===== config.mk =====
export PLATFORM = sky130hd
export DESIGN_NAME = ifu_fetch_buf_flat
export DESIGN_NICKNAME = d
export VERILOG_FILES = /design/src/rtl/ifu_fb_if.sv /design/src/rtl/ifu_fetch_buf.sv /design/src/flat_wrapper.sv
export SDC_FILE = /design/constraint.sdc
export NUM_CORES = 1
export LEC_CHECK = 0
export BUFFER_PORTS_ARGS = -buffer_cell sky130_fd_sc_hd__buf_4
export CAP_MARGIN = 20
export CORE_MARGIN = 4
export CORE_UTILIZATION = 36
export CTS_CLUSTER_DIAMETER = 150
export DETAILED_ROUTE_END_ITERATION = 7
export GPL_TIMING_DRIVEN = 0
export PLACE_DENSITY_LB_ADDON = 0.25
export SYNTH_ARGS = -nofsm -noshare
export SYNTH_HDL_FRONTEND = slang
export SYNTH_SLANG_ARGS = --single-unit

===== constraint.sdc =====
create_clock -name clk -period 17.2 [get_ports clk]
set_input_delay 3.44 -clock clk [delete_from_list [all_inputs] [get_ports clk]]
set_output_delay 3.44 -clock clk [all_outputs]
set_load 0.02 [all_outputs]

===== src/rtl/ifu_fb_if.sv =====
// F2 fetch return, flush/pop controls and aligner-facing fetch buffer view.
// master drives the fetch/aligner inputs; slave is the fetch buffer itself.
interface ifu_fb_if #(
    parameter int DATA_W = 64
);
    logic              ifc_fetch_req_f2;
    logic              ic_hit_f2;
    logic [30:0]       ifc_fetch_addr_f2;
    logic [DATA_W-1:0] ic_data_f2;
    logic              ic_access_fault_f2;
    logic              exu_flush_final;
    logic              dec_takenbr;
    logic              aln_pop1;
    logic              aln_pop2;

    logic              fb0_valid;
    logic              fb1_valid;
    logic [30:0]       fb0_pc;
    logic [30:0]       fb1_pc;
    logic [DATA_W-1:0] fb0_data;
    logic [DATA_W-1:0] fb1_data;
    logic              fb0_fault;
    logic              fb1_fault;
    logic              ifu_fb_consume1;
    logic              ifu_fb_consume2;
    logic [2:0]        fb_count;
    logic              fb_err;

    modport master (
        output ifc_fetch_req_f2, ic_hit_f2, ifc_fetch_addr_f2, ic_data_f2,
               ic_access_fault_f2, exu_flush_final, dec_takenbr, aln_pop1, aln_pop2,
        input  fb0_valid, fb1_valid, fb0_pc, fb1_pc, fb0_data, fb1_data,
               fb0_fault, fb1_fault, ifu_fb_consume1, ifu_fb_consume2, fb_count, fb_err
    );

    modport slave (
        input  ifc_fetch_req_f2, ic_hit_f2, ifc_fetch_addr_f2, ic_data_f2,
               ic_access_fault_f2, exu_flush_final, dec_takenbr, aln_pop1, aln_pop2,
        output fb0_valid, fb1_valid, fb0_pc, fb1_pc, fb0_data, fb1_data,
               fb0_fault, fb1_fault, ifu_fb_consume1, ifu_fb_consume2, fb_count, fb_err
    );
endinterface


===== src/rtl/ifu_fetch_buf.sv =====
// Circular F2 packet buffer feeding the aligner: writes visible one cycle later, pops and
// consume echoes act in the same cycle; no backpressure, overflow is dropped and flagged in fb_err.
module ifu_fetch_buf #(
    parameter int DEPTH  = 4,
    parameter int DATA_W = 64
) (
    input  logic     clk,
    input  logic     rst,
    ifu_fb_if.slave  bus
);
    localparam int PTR_W = $clog2(DEPTH);
    localparam int CNT_W = $clog2(DEPTH + 1);

    typedef logic [PTR_W-1:0] ptr_t;
    typedef logic [CNT_W-1:0] cnt_t;

    logic [DEPTH-1:0]  ent_valid;
    logic [DEPTH-1:0]  ent_fault;
    logic [30:0]       ent_pc   [DEPTH];
    logic [DATA_W-1:0] ent_data [DEPTH];

    ptr_t rd_ptr;
    ptr_t wr_ptr;
    ptr_t rd_ptr1;
    cnt_t count;
    cnt_t count_nxt;
    logic err_q;

    logic       flush;
    logic       wr_req;
    logic       wr_en;
    logic       full_drop;
    logic       pop_under;
    logic       err_set;
    logic [1:0] pop_req;
    logic [1:0] pop_eff;
    logic [DEPTH-1:0] clr_mask;
    logic [DEPTH-1:0] set_mask;

    always_comb begin
        flush   = bus.exu_flush_final | bus.dec_takenbr;
        wr_req  = bus.ifc_fetch_req_f2 & bus.ic_hit_f2;
        pop_req = bus.aln_pop2 ? 2'd2 : (bus.aln_pop1 ? 2'd1 : 2'd0);
        rd_ptr1 = rd_ptr + ptr_t'(1);

        // Over-popping retires only what is present; count < pop_req <= 2 fits in two bits.
        pop_under = cnt_t'(pop_req) > count;
        pop_eff   = pop_under ? 2'(count) : pop_req;

        // A full buffer can still take a write when the same cycle frees a slot.
        full_drop = wr_req & ~flush & (count == cnt_t'(DEPTH)) & (pop_eff == 2'd0);
        wr_en     = wr_req & ~flush & ~full_drop;
        err_set   = full_drop | (~flush & ((bus.aln_pop1 & bus.aln_pop2) | pop_under));
        count_nxt = count + cnt_t'(wr_en) - cnt_t'(pop_eff);
    end

    // Popped slots are cleared before the write mask, so a write landing in a slot
    // freed this cycle (full buffer with pop) ends up valid.
    always_comb begin
        clr_mask = '0;
        set_mask = '0;
        for (int i = 0; i < DEPTH; i++) begin
            clr_mask[i] = ((pop_eff != 2'd0) && (ptr_t'(i) == rd_ptr)) ||
                          ((pop_eff == 2'd2) && (ptr_t'(i) == rd_ptr1));
            set_mask[i] = wr_en && (ptr_t'(i) == wr_ptr);
        end
    end

    always_ff @(posedge clk or posedge rst) begin
        if (rst) begin
            ent_valid <= '0;
            ent_fault <= '0;
            for (int i = 0; i < DEPTH; i++) begin
                ent_pc[i]   <= '0;
                ent_data[i] <= '0;
            end
            rd_ptr <= '0;
            wr_ptr <= '0;
            count  <= '0;
        end else if (flush) begin
            ent_valid <= '0;
            rd_ptr    <= '0;
            wr_ptr    <= '0;
            count     <= '0;
        end else begin
            ent_valid <= (ent_valid & ~clr_mask) | set_mask;
            if (wr_en) begin
                ent_pc[wr_ptr]    <= bus.ifc_fetch_addr_f2;
                ent_data[wr_ptr]  <= bus.ic_data_f2;
                ent_fault[wr_ptr] <= bus.ic_access_fault_f2;
                wr_ptr            <= wr_ptr + ptr_t'(1);
            end
            rd_ptr <= rd_ptr + ptr_t'(pop_eff);
            count  <= count_nxt;
        end
    end

    // Sticky: survives flushes, cleared only by reset.
    always_ff @(posedge clk or posedge rst) begin
        if (rst) begin
            err_q <= 1'b0;
        end else if (err_set) begin
            err_q <= 1'b1;
        end
    end

    always_comb begin
        bus.fb0_valid       = ent_valid[rd_ptr]  & (count != '0);
        bus.fb1_valid       = ent_valid[rd_ptr1] & (count > cnt_t'(1));
        bus.fb0_pc          = bus.fb0_valid ? ent_pc[rd_ptr]     : '0;
        bus.fb1_pc          = bus.fb1_valid ? ent_pc[rd_ptr1]    : '0;
        bus.fb0_data        = bus.fb0_valid ? ent_data[rd_ptr]   : '0;
        bus.fb1_data        = bus.fb1_valid ? ent_data[rd_ptr1]  : '0;
        bus.fb0_fault       = bus.fb0_valid & ent_fault[rd_ptr];
        bus.fb1_fault       = bus.fb1_valid & ent_fault[rd_ptr1];
        bus.ifu_fb_consume1 = (pop_eff == 2'd1) & ~flush;
        bus.ifu_fb_consume2 = (pop_eff == 2'd2) & ~flush;
        bus.fb_count        = 3'(count);
        bus.fb_err          = err_q;
    end
endmodule


===== src/flat_wrapper.sv =====
// flat-port wrapper written by rule: the top's interface ports become plain ports
module ifu_fetch_buf_flat 
#(
    parameter int DEPTH  = 4,
    parameter int DATA_W = 64
)
  (clk, rst, bus_ifc_fetch_req_f2, bus_ic_hit_f2, bus_ifc_fetch_addr_f2, bus_ic_data_f2, bus_ic_access_fault_f2, bus_exu_flush_final, bus_dec_takenbr, bus_aln_pop1, bus_aln_pop2, bus_fb0_valid, bus_fb1_valid, bus_fb0_pc, bus_fb1_pc, bus_fb0_data, bus_fb1_data, bus_fb0_fault, bus_fb1_fault, bus_ifu_fb_consume1, bus_ifu_fb_consume2, bus_fb_count, bus_fb_err);
  ifu_fb_if #(.DATA_W(DATA_W)) bus_i ();
  input  logic clk;
  input  logic rst;
  input wire logic [$bits(bus_i.ifc_fetch_req_f2)-1:0] bus_ifc_fetch_req_f2;
  input wire logic [$bits(bus_i.ic_hit_f2)-1:0] bus_ic_hit_f2;
  input wire logic [$bits(bus_i.ifc_fetch_addr_f2)-1:0] bus_ifc_fetch_addr_f2;
  input wire logic [$bits(bus_i.ic_data_f2)-1:0] bus_ic_data_f2;
  input wire logic [$bits(bus_i.ic_access_fault_f2)-1:0] bus_ic_access_fault_f2;
  input wire logic [$bits(bus_i.exu_flush_final)-1:0] bus_exu_flush_final;
  input wire logic [$bits(bus_i.dec_takenbr)-1:0] bus_dec_takenbr;
  input wire logic [$bits(bus_i.aln_pop1)-1:0] bus_aln_pop1;
  input wire logic [$bits(bus_i.aln_pop2)-1:0] bus_aln_pop2;
  output wire logic [$bits(bus_i.fb0_valid)-1:0] bus_fb0_valid;
  output wire logic [$bits(bus_i.fb1_valid)-1:0] bus_fb1_valid;
  output wire logic [$bits(bus_i.fb0_pc)-1:0] bus_fb0_pc;
  output wire logic [$bits(bus_i.fb1_pc)-1:0] bus_fb1_pc;
  output wire logic [$bits(bus_i.fb0_data)-1:0] bus_fb0_data;
  output wire logic [$bits(bus_i.fb1_data)-1:0] bus_fb1_data;
  output wire logic [$bits(bus_i.fb0_fault)-1:0] bus_fb0_fault;
  output wire logic [$bits(bus_i.fb1_fault)-1:0] bus_fb1_fault;
  output wire logic [$bits(bus_i.ifu_fb_consume1)-1:0] bus_ifu_fb_consume1;
  output wire logic [$bits(bus_i.ifu_fb_consume2)-1:0] bus_ifu_fb_consume2;
  output wire logic [$bits(bus_i.fb_count)-1:0] bus_fb_count;
  output wire logic [$bits(bus_i.fb_err)-1:0] bus_fb_err;
  assign bus_i.ifc_fetch_req_f2 = bus_ifc_fetch_req_f2;
  assign bus_i.ic_hit_f2 = bus_ic_hit_f2;
  assign bus_i.ifc_fetch_addr_f2 = bus_ifc_fetch_addr_f2;
  assign bus_i.ic_data_f2 = bus_ic_data_f2;
  assign bus_i.ic_access_fault_f2 = bus_ic_access_fault_f2;
  assign bus_i.exu_flush_final = bus_exu_flush_final;
  assign bus_i.dec_takenbr = bus_dec_takenbr;
  assign bus_i.aln_pop1 = bus_aln_pop1;
  assign bus_i.aln_pop2 = bus_aln_pop2;
  assign bus_fb0_valid = bus_i.fb0_valid;
  assign bus_fb1_valid = bus_i.fb1_valid;
  assign bus_fb0_pc = bus_i.fb0_pc;
  assign bus_fb1_pc = bus_i.fb1_pc;
  assign bus_fb0_data = bus_i.fb0_data;
  assign bus_fb1_data = bus_i.fb1_data;
  assign bus_fb0_fault = bus_i.fb0_fault;
  assign bus_fb1_fault = bus_i.fb1_fault;
  assign bus_ifu_fb_consume1 = bus_i.ifu_fb_consume1;
  assign bus_ifu_fb_consume2 = bus_i.ifu_fb_consume2;
  assign bus_fb_count = bus_i.fb_count;
  assign bus_fb_err = bus_i.fb_err;
  ifu_fetch_buf #(.DEPTH(DEPTH), .DATA_W(DATA_W)) u_core (.clk(clk), .rst(rst), .bus(bus_i));
endmodule

Yosys cells after proc, flatten, opt, wreduce, memory -nomap -nowiden
Cells that the tools add are included.

word-level totals
  flip-flop bits (word level) = 396
  bits of input ports = 104
  output and inout bits = 200
  logic and storage cells = 132

operators by class
  add/subtract/negate cells = 5
  order comparisons = 10
  equality and inequality tests = 12
  muxes and demuxes = 41
  bitwise operators = 24
  reductions and logical operators = 26

operator list
  kind                   number
  $mux W64               7
  $bmux W64 S2           2
  $bwmux W256            1
  $mux W31               7
  $demux W64 S2          1
  $bmux W31 S2           2
  $bwmux W124            1
  $demux W31 S2          1
  $logic_and A1 B1 Y1    14
  $and A1 B1 Y1          13
  $eq A2 B2 Y1 const A   6
  $mux W2                5
  $ge A3 B3 Y1 const B   3
  $lt A2 B3 Y1 const B   3
  $not A2 Y3             3
  $bmux W1 S2            4
  $logic_not A2 Y1       4
  $eq A1 B2 Y1 const A   3
  $mux W1                6
  $add A2 B1 Y2 const B  2
  $and A4 B4 Y4          1
  $bwmux W4              1
  $logic_or A1 B1 Y1     4
  $mux W4                1
  other kinds (19)       23

Longest topological paths before layout
Gate-level depths: netlist of run 1.

  word-level depth = 11
  mapped depth = 16
  mapped depth without buffers = 14

Worst setup path before layout of run 1
Ideal clock, no wire load.

  path type = input to output
  from = input bus_aln_pop2
  to = output bus_ifu_fb_consume1
  arrival time = 5.112 ns
  required time = 13.760 ns
  slack = 8.648 ns
  stages = 7
  path buffers = 1
  path through = nand2b_1 > ha_1 > a21oi_1 > o21a_1 > buf_2 > mux2i_1 > a211oi_1

on the way
  longest elaborated chain between the ends = 5

RTL lines
  what                line                  source
  start: declaration  flat_wrapper.sv:19    input wire logic [$bits(bus_i.aln_pop2)-1:0] bus_aln_pop2;
  $mux W2 *           ifu_fetch_buf.sv:43   pop_req = bus.aln_pop2 ? 2'd2 : (bus.aln_pop1 ? 2'd1 : 2'd0);
  $gt A2 B3 Y1        ifu_fetch_buf.sv:47   pop_under = cnt_t'(pop_req) > count;
  $mux W2 *           ifu_fetch_buf.sv:48   pop_eff = pop_under ? 2'(count) : pop_req;
  $eq A2 B1 Y1 *      ifu_fetch_buf.sv:116  bus.ifu_fb_consume1 = (pop_eff == 2'd1) & ~flush;
  $and A1 B1 Y1 *     ifu_fetch_buf.sv:116
  end: declaration    flat_wrapper.sv:28    output wire logic [$bits(bus_i.ifu_fb_consume1)-1:0] bus_ifu_fb_consume1;

Mark *: on every way between the ends. The rest lies on a longest branch, timed or not.

Final worst setup path of run 1
Ends and elaborated chain as after synthesis.

==> flow_summary.yaml, run 1 <==
placement:
  placed_area_um2: 24400
  dp_slack_ns: 8.25
  dp.final_hpwl_mm: 42.1
  place.gp.congestion: 0.784
  port_buffers: 303
power:
  ir_drop_uv: 61.4
  power_leakage_uw: 0.0119
  powerDensity_nw_per_um2: 97.1
final_layout:
  postLayoutCoreUtil_pct: 45.0
  final_area_um2: 26000
  area.growth.synth_to_final_pct: 23.5
  fillers: 5158
  drive_gt1_share_pct: 53.3
  nets: 1845
cts:
  cts_tree: "built"
  clock_path_buffers: 3
  cts_root_buf: "clkbuf_16"
  cts.sink_count: 396
  clock_latency_ns: 0.57
  cts_setup_buffers: 0
  cts_resized: 0
  clkSlewWorstSetupHoldPaths_ns: 0.06
  postCtsHoldBufs: 0
  numCtsBuffers: 47
  htreeDepth: 2
synthesis:
  syn-instance-count: 1370
  synth_edf_count: 0
  ys_types: 35
  synthFlopType: "dfrtp_1"
  syn_area_um2: 21100
  async_flop_share_pct: 100
  synth_area_leaders: "dfrtp_1 (47%), mux4_2 (21%), mux2_2 (14%)"
  synth-warning-count: 0
  synth.avg_cell_area_um2: 15.4
  yosysTopAreaCell: "dfrtp_1"
  synth_nets: 1489
  synth.top_cell.area_share_pct: 47.0
  seq_area_frac_synth_pct: 47.0
  ys_ff_latch: 396
setup_path:
  r2r_setup_slack_ns: 13.94
  setup.worst_path.start: "bus_aln_pop2"
  crit_chain: "buf_4 -> nand2b_1 -> ha_1 -> a21oi_1 -> o21a_1 -> buf_2 -> mux2i_1 -> a211oi_1 -> buf_4"
  criticalPathCategory: "in2out"
  cp_slowest_cell: "a211oi_1"
  cp.arrival_ns: 5.50
  cp-end-kind: "output port"
  cpPeakStageDelay_ns: 0.39
  crit_top_cell: "buf_4"
  r2r-start: "u_core.rd_ptr[0]$_DFF_PP0_"
  timing.rr.end: "u_core.ent_valid[2]$_DFF_PP0_"
  worst_setup_path_start_kind: "input pin"
  cp.required_ns: 13.76
  r2r_cells: 8
  crit_fanout: 10
hold_path:
  holdCritStartpoint: "u_core.bus.fb_err$_DFFE_PP0P_"
  whs_path_depth: 1
  hp-class: "reg2reg"
  holdPathEnd: "u_core.bus.fb_err$_DFFE_PP0P_"
detailed_routing:
  via_per_inst: 5.32
  drc: 0
  vias: 13463
  wire_per_inst_um: 23.7
  wl_mm: 60.0
  first_pass_iters: 5
  drt-initial-drc-count: 555
  ant_nets: 0
die:
  die_h_um: 250
  io_pins: 304
  initial_core_util_pct: 36.4
  core-area_um2: 57800
  rows: 88
  fp.dieArea_um2: 62400
  die_w_um: 250
flow_run:
  cap_violations: 0
grt:
  grt-ovfl-total: 0
  grt_pass1_wl_mm: 93.0
  grt_max_degree: 129
  antenna_found_initial: 5
  first_global_vias: 14954
  grt_use_total_pct: 19.1
outcome:
  outcome: "finished clean"
timing:
  tightestPinTransition_ns: 0.950
  fin_crit_ns: 8.94
  finalHoldWorstSlack_ns: 0.493
  setup_viol: 0
  max_slew_margin_pct: 36.7
  fin_crit_sh_pct: 52.0
  rsz0062_at_grt: "false"
  fmax_ghz: 0.112
  finClkSkew_ns: 0.00967
  layout_setup_ws_ns: 8.26
  finalHoldViolCount: 0
  finalMaxSlewViolations: 0
==> how the worst max path moves through the flow <==
stage                                             to  slack, ns  depth (start not counted)
finish                           bus_ifu_fb_consume1       8.26                          9
global route                        bus_fb1_data[56]       7.96                         14
CTS                                 bus_fb1_data[56]       7.99                         14
detailed placement               bus_ifu_fb_consume1       8.25                          9
global placement      u_core.ent_pc[101]$_DFFE_PP0P_      -1.88                          2
floorplan           u_core.bus.fb_count[0]$_DFF_PP0_       2.75                          1
==> power breakdown <==
group / switching [uW] / leakage [uW] / internal, uW
registers: 65.4 / 0.00530 / 1020
logic: 166 / 0.00582 / 262
clock network: 394 / 0.000771 / 619
total: 625 / 0.0119 / 1900
==> synthesized netlist by cell type, drive strengths merged, types with 5 or more instances <==
library cell and number:
buf 88, clkbuf 19, dfrtp 396, ha 14
inv 16, mux2 384, mux2i 7, mux4 194
nand2 12, nand3 5, nor2 5, nor2b 193
==> metrics by stage <==
step,power [uW],instances,TNS [ns]
final,2530,2531,0
after CTS,2570,2526,0
after detailed placement,1530,2442,0
after floorplan,1400,1370,0
after global routing,2640,2529,0
after global placement,1520,2438,-729.10
==> critical path: cells and delay by family <==
family / cells / cell delay [ns]
buf+inv: 3 / 0.66
mux: 1 / 0.17
fa+ha+maj: 1 / 0.31
compound gates: 3 / 0.69
simple gates: 1 / 0.23
==> registers in the layout, indices dropped and copies added, names as in the netlist <==
signal and flops:
u_core.bus.fb_count 3, u_core.ent_fault 4, u_core.bus.fb_err 1, u_core.wr_ptr 2, u_core.ent_pc 124, u_core.rd_ptr 2, u_core.ent_valid 4, u_core.ent_data 256
==> placed cells by master (no fill, tap or decap), types with 5 or more instances in the layout <==
cell type,instances
mux2_1,116
ha_1,14
buf_2,70
nor2b_1,193
mux2_2,268
mux4_2,194
clkbuf_1,31
nand2_1,12
mux2i_1,7
clkinv_2,6
diode_2,5
nor2_1,5
inv_1,15
dfrtp_1,396
clkbuf_16,49
clkbuf_8,9
buf_4,320
==> final cells by class <==
class / instances / area [um2] / share of cell area (%)
diodes: 5 / 12.5 / 0.0481
plain buffers: 107 / 553 / 2.13
clock buffers: 70 / 1400 / 5.36
clock inverters: 14 / 183 / 0.702
inverters: 16 / 67.6 / 0.260
multi-input cells: 851 / 10600 / 40.6
flip-flops and latches: 396 / 9910 / 38.1
well taps: 765 / 957 / 3.68
repair buffers: 307 / 2370 / 9.12
==> logic make-up (layout without fill, tap and decap cells) <==
group / count (synthesis) / after routing / share of synthesized area, %
buffers and inverters: 123 / 514 / 2.91
AO/OA/AOI/OAI: 14 / 14 / 0.529
other: 0 / 5 / 0
flip-flops: 396 / 396 / 47.0
AND/OR/NAND/NOR: 232 / 232 / 6.78
multiplexers: 585 / 585 / 41.6
XOR/XNOR: 5 / 5 / 0.208
adder cells (fa/ha/maj): 15 / 15 / 0.927
==> per-layer routing <==
metal | GRT usage [%] | share of wire (%) | wire, um | vias up
met5 | 0 | 0.022 | 13 | -
met4 | 4.27 | 1.5 | 910 | 2
met3 | 4.04 | 5.0 | 2990 | 64
met2 | 32.3 | 50 | 30200 | 291
met1 | 25.6 | 43 | 25900 | 7256
li1 | - | - | - | 5850
No activity file was read; power rests on OpenSTA's default activity.
==> inputs of run 2 (changes only) <==
Clock period 17.2 ns to 8.4 ns, I/O delays scaled along.
==> flow_summary.yaml, run 2 (synthesized netlist as in run 1, its figures left out) <==
placement:
  placedCellCount: 2450
  place.gp.congestion: 0.810
  dp.final_hpwl_mm: 42.8
  placed_area_um2: 24500
  port_buffers: 303
setup_path:
  crit_fanout: 10
  timing.rr.end: "u_core.ent_valid[2]$_DFF_PP0_"
  cpPeakStageDelay_ns: 0.79
  crit_path_end: "bus_fb1_pc[0]"
  cp.required_ns: 6.72
  setup.worst_path.start: "u_core.rd_ptr[0]$_DFF_PP0_"
  cp-end-kind: "output port"
  cp_slowest_cell: "clkbuf_1"
  crit_top_cell: "buf_2"
  r2r_setup_slack_ns: 5.05
  worst_setup_path_start_kind: "flop"
  r2r-start: "u_core.rd_ptr[0]$_DFF_PP0_"
  crit_chain: "buf_2 -> buf_2 -> clkbuf_1 -> buf_2 -> inv_1 -> ha_1 -> buf_2 -> mux4_2 -> o21ai_2 -> buf_2 -> buf_2 -> nor2b_1 -> buf_4"
  criticalPathCategory: "reg2out"
  r2r_cells: 8
  cp.arrival_ns: 5.71
power:
  ir_drop_uv: 156
  power_leakage_uw: 0.0119
  p_seq_share_pct: 43.7
  switching_share_pct: 24.8
  intPower_uw: 3830
  powerDensity_nw_per_um2: 196
  clockPowerShare_pct: 39.0
  p_switching_uw: 1260
  p_comb_share_pct: 17.4
timing:
  finClkSkew_ns: 0.0135
  fmax_ghz: 0.135
  finalMaxSlewViolations: 0
  rsz0062_at_grt: "false"
  fin_tns_setup_ns: 0
  fin_crit_sh_pct: 88.0
  finalHoldWorstSlack_ns: 0.495
  tightestPinTransition_ns: 0.987
  finalHoldViolCount: 0
  max_slew_margin_pct: 34.2
  setup_viol: 0
  fin_crit_ns: 7.39
flow_run:
  cap_violations: 0
die:
  initial_core_util_pct: 36.4
  die_h_um: 250
  core-area_um2: 57800
  io_pins: 304
  rows: 88
  fp.dieArea_um2: 62400
  die_w_um: 250
grt:
  grt-ovfl-total: 0
  grt_max_degree: 43
  antenna_found_initial: 6
  first_global_vias: 14903
  grt_pass1_wl_mm: 92.9
  grt_use_total_pct: 19.1
cts:
  postCtsHoldBufs: 0
  clock_latency_ns: 0.57
  cts.sink_count: 396
  clkSlewWorstSetupHoldPaths_ns: 0.06
  htreeDepth: 2
  cts_setup_buffers: 0
  cts_root_buf: "clkbuf_16"
  numCtsBuffers: 46
  cts_tree: "built"
  cts_resized: 0
  clock_path_buffers: 3
detailed_routing:
  wl_mm: 60.1
  wire_per_inst_um: 23.7
  first_pass_iters: 5
  drt-initial-drc-count: 596
  via_per_inst: 5.38
  drc: 0
  vias: 13617
  ant_nets: 0
final_layout:
  largest_registers: "u_core.ent_data x256, u_core.ent_pc x124"
  final_area_um2: 26000
  final_common_cell: "dfrtp_1"
  layout_common_cells: "dfrtp_1 (396), buf_4 (320), mux2_2 (268)"
  nets: 1852
  final_cells: 2533
  area.growth.synth_to_final_pct: 23.6
  top_register: "u_core.ent_data"
  largest_reg_flops: 256
  drive_gt1_share_pct: 53.3
outcome:
  outcome: "finished clean"
hold_path:
  hp-class: "reg2reg"
  holdCritStartpoint: "u_core.bus.fb_err$_DFFE_PP0P_"
run 2: cell count changes in the layout (fill, tap and decap cells not counted), moves of 2 or more:
| cell | previous run | this run |
|---|---|---|
| clkinv_4 | 2 | 0 |
| clkbuf_1 | 31 | 33 |
| buf_12 | 0 | 11 |
| buf_16 | 3 | 0 |
| clkbuf_16 | 49 | 47 |
| clkinv_2 | 6 | 3 |
run 2: routing by layer:
layer  wire [um]  vias up  share of wire, %  GRT usage, %
met5          25        -             0.042             0
met4        1430        4               2.4          5.40
met3        2850       82               4.7          4.11
met2       29800      307                50          32.2
met1       26000     7345                43          25.2
li1            -     5879                 -             -
run 2: cell type report:
class,instances,area (um2)
repair buffers,315,2510
well taps,765,957
diodes,5,12.5
fillers,5216,31800
plain buffers,107,553
clock inverters,7,114
inverters,16,63.8
clock buffers,71,1370
multi-input cells,851,10600
flip-flops and latches,396,9910
run 2: worst max-delay path: cells and delay by family (launching register included):
family          cells  cell delay [ns]
mux                 1             0.58
simple gates        1             0.12
fa+ha+maj           1             0.28
compound gates      1             0.33
flops               1             0.41
buf+inv             9             3.40
run 2: per-stage QoR:
step	util, %	setup slack (ns)	power, uW
3_5_place_dp	42.5	1.38	3150
4_1_cts	45.0	0.782	5170
2_1_floorplan	-	1.39	2870
6_report	45.0	1.01	5090
3_3_place_gp	42.0	-1.04	3110
5_1_grt	45.0	0.647	5320
run 2: worst min-delay path by stage:
stage	endpoint	slack, ns	cells after the start
5_1_grt	u_core.bus.fb_err$_DFFE_PP0P_	0.52	1
4_1_cts	u_core.bus.fb_err$_DFFE_PP0P_	0.49	1
3_3_place_gp	u_core.bus.fb_err$_DFFE_PP0P_	0.47	1
3_5_place_dp	u_core.bus.fb_err$_DFFE_PP0P_	0.47	1
6_report	u_core.bus.fb_err$_DFFE_PP0P_	0.50	1
2_1_floorplan	u_core.ent_pc[0]$_DFFE_PP0P_	0.48	1
run 2: power groups by stage:
stage               combinational [uW]  clock [uW]  sequential, uW
floorplan                          670           0            2200
global placement                   871           0            2240
detailed placement                 900           0            2250
CTS                                903        2050            2220
global route                       960        2120            2240
finish                             885        1980            2220
==> inputs of run 3 (changes only) <==
Settings changed: CORE_UTILIZATION 36 to 50, RECOVER_POWER from default to 25.
==> flow_summary.yaml, run 3 (synthesized netlist as in run 1, its figures left out) <==
timing:
  tightestPinTransition_ns: 2.29
  finalMaxSlewViolations: 79
  max_slew_margin_pct: -52.4
  finalHoldWorstSlack_ns: 0.507
  rsz0062_at_grt: "false"
  setup_viol: 0
  fin_tns_setup_ns: 0
  fmax_ghz: 0.143
  finClkSkew_ns: 0.0109
  fin_crit_sh_pct: 83.2
  finalHoldViolCount: 0
  fin_crit_ns: 6.99
setup_path:
  crit_chain: "buf_2 -> buf_2 -> clkbuf_1 -> buf_2 -> inv_1 -> ha_1 -> buf_2 -> mux4_2 -> o21ai_1 -> buf_2 -> buf_2 -> nor2b_1 -> buf_4"
  cpPeakStageDelay_ns: 0.62
  cp_slowest_cell: "clkbuf_1"
  criticalPathCategory: "reg2out"
  cp-end-kind: "output port"
  worst_setup_path_start_kind: "flop"
  setup.worst_path.start: "u_core.rd_ptr[0]$_DFF_PP0_"
  crit_top_cell: "buf_2"
  cp.required_ns: 6.72
  crit_fanout: 10
  r2r-start: "u_core.bus.fb_count[1]$_DFF_PP0_"
  cp.arrival_ns: 5.31
hold_path:
  holdCritStartpoint: "u_core.ent_pc[35]$_DFFE_PP0P_"
  hp-class: "reg2reg"
final_layout:
  layout_common_cells: "dfrtp_1 (396), buf_4 (319), mux2_2 (268)"
  nets: 1850
  largest_reg_flops: 256
  drive_gt1_share_pct: 52.9
  area.growth.synth_to_final_pct: 21.5
  top_register: "u_core.ent_data"
  final_cells: 2296
  largest_registers: "u_core.ent_data x256, u_core.ent_pc x124"
  final_common_cell: "dfrtp_1"
  final_area_um2: 25600
power:
  switching_share_pct: 24.6
  power_leakage_uw: 0.0118
  powerDensity_nw_per_um2: 196
  p_seq_share_pct: 44.3
  p_comb_share_pct: 17.3
  p_switching_uw: 1230
  intPower_uw: 3780
  clockPowerShare_pct: 38.4
  ir_drop_uv: 135
detailed_routing:
  first_pass_iters: 5
  vias: 13552
  ant_nets: 0
  drt-initial-drc-count: 806
  wl_mm: 56.1
  wire_per_inst_um: 24.4
  via_per_inst: 5.90
  drc: 0
placement:
  placedCellCount: 2217
  place.gp.congestion: 0.811
  dp.final_hpwl_mm: 39.8
  port_buffers: 303
  placed_area_um2: 24200
grt:
  grt-ovfl-total: 0
  grt_pass1_wl_mm: 86.8
  grt_max_degree: 44
  grt_use_total_pct: 24.9
  antenna_found_initial: 3
  first_global_vias: 14723
cts:
  cts_root_buf: "clkbuf_16"
  clkSlewWorstSetupHoldPaths_ns: 0.06
  cts_resized: 0
  clock_latency_ns: 0.57
  numCtsBuffers: 44
  cts_tree: "built"
  clock_path_buffers: 3
  cts.sink_count: 396
  cts_setup_buffers: 0
  postCtsHoldBufs: 0
  htreeDepth: 2
outcome:
  outcome: "finished with violations"
  violations: "capacitance limit, slew limit"
die:
  die_w_um: 213
  fp.dieArea_um2: 45500
  initial_core_util_pct: 51.1
  io_pins: 304
  core-area_um2: 41200
  rows: 74
  die_h_um: 213
flow_run:
  cap_violations: 2
run 3: cell count changes in the layout (fill, tap and decap cells not counted), moves of 2 or more:
cell | before | now
buf_12 | 11 | 6
clkbuf_16 | 47 | 45
clkbuf_2 | 0 | 2
inv_6 | 1 | 3
diode_2 | 5 | 1
clkbuf_1 | 33 | 36
run 3: worst max-delay path: cells and delay by family, from the launching register on:
kind            cells  cell delay, ns
simple gates        1            0.13
mux                 1            0.55
flops               1            0.40
buf+inv             9            2.99
compound gates      1            0.36
fa+ha+maj           1            0.29
run 3: path summary, 6_finish.rpt:
check / cells after the start / slack (ns) / end
max in group asynchronous: 8 / 1.67 / u_core.ent_data[38]$_DFFE_PP0P_
max reg2reg: 16 / 5.21 / u_core.bus.fb_count[2]$_DFF_PP0_
max: 13 / 1.41 / bus_fb1_pc[0]
min: 1 / 0.51 / u_core.ent_pc[35]$_DFFE_PP0P_
min in group asynchronous: 2 / 1.29 / u_core.ent_pc[119]$_DFFE_PP0P_
min reg2reg: 1 / 0.51 / u_core.ent_pc[35]$_DFFE_PP0P_
run 3: per-layer routing:
layer	global-route usage (%)	wire length, um
met5	0	27
met4	8.30	1670
met3	4.25	2780
met2	40.9	27800
met1	34.3	23800
run 3: power groups by stage:
stage                     Combinational [uW]  Sequential [uW]  Clock [uW]
after CTS                                886             2220        1970
after global routing                     938             2240        2060
after global placement                   851             2240           0
final                                    867             2220        1930
after floorplan                          670             2200           0
after detailed placement                 881             2250           0
run 3: through the flow:
step	worst slack, ns	power, uW	util [%]
global route	0.615	5240	62.1
finish	1.41	5020	62.1
detailed placement	1.89	3130	58.8
global placement	-0.901	3090	58.3
CTS	1.25	5080	62.3
floorplan	1.39	2870	-
run 3: layout make-up:
cell class | instances | area (um2)
repair buffers | 315 | 2430
fillers | 3160 | 15600
multi-input cells | 851 | 10500
diodes | 1 | 2.50
clock buffers | 69 | 1310
clock inverters | 9 | 131
well taps | 532 | 666
plain buffers | 107 | 553
flip-flops and latches | 396 | 9910
inverters | 16 | 61.3
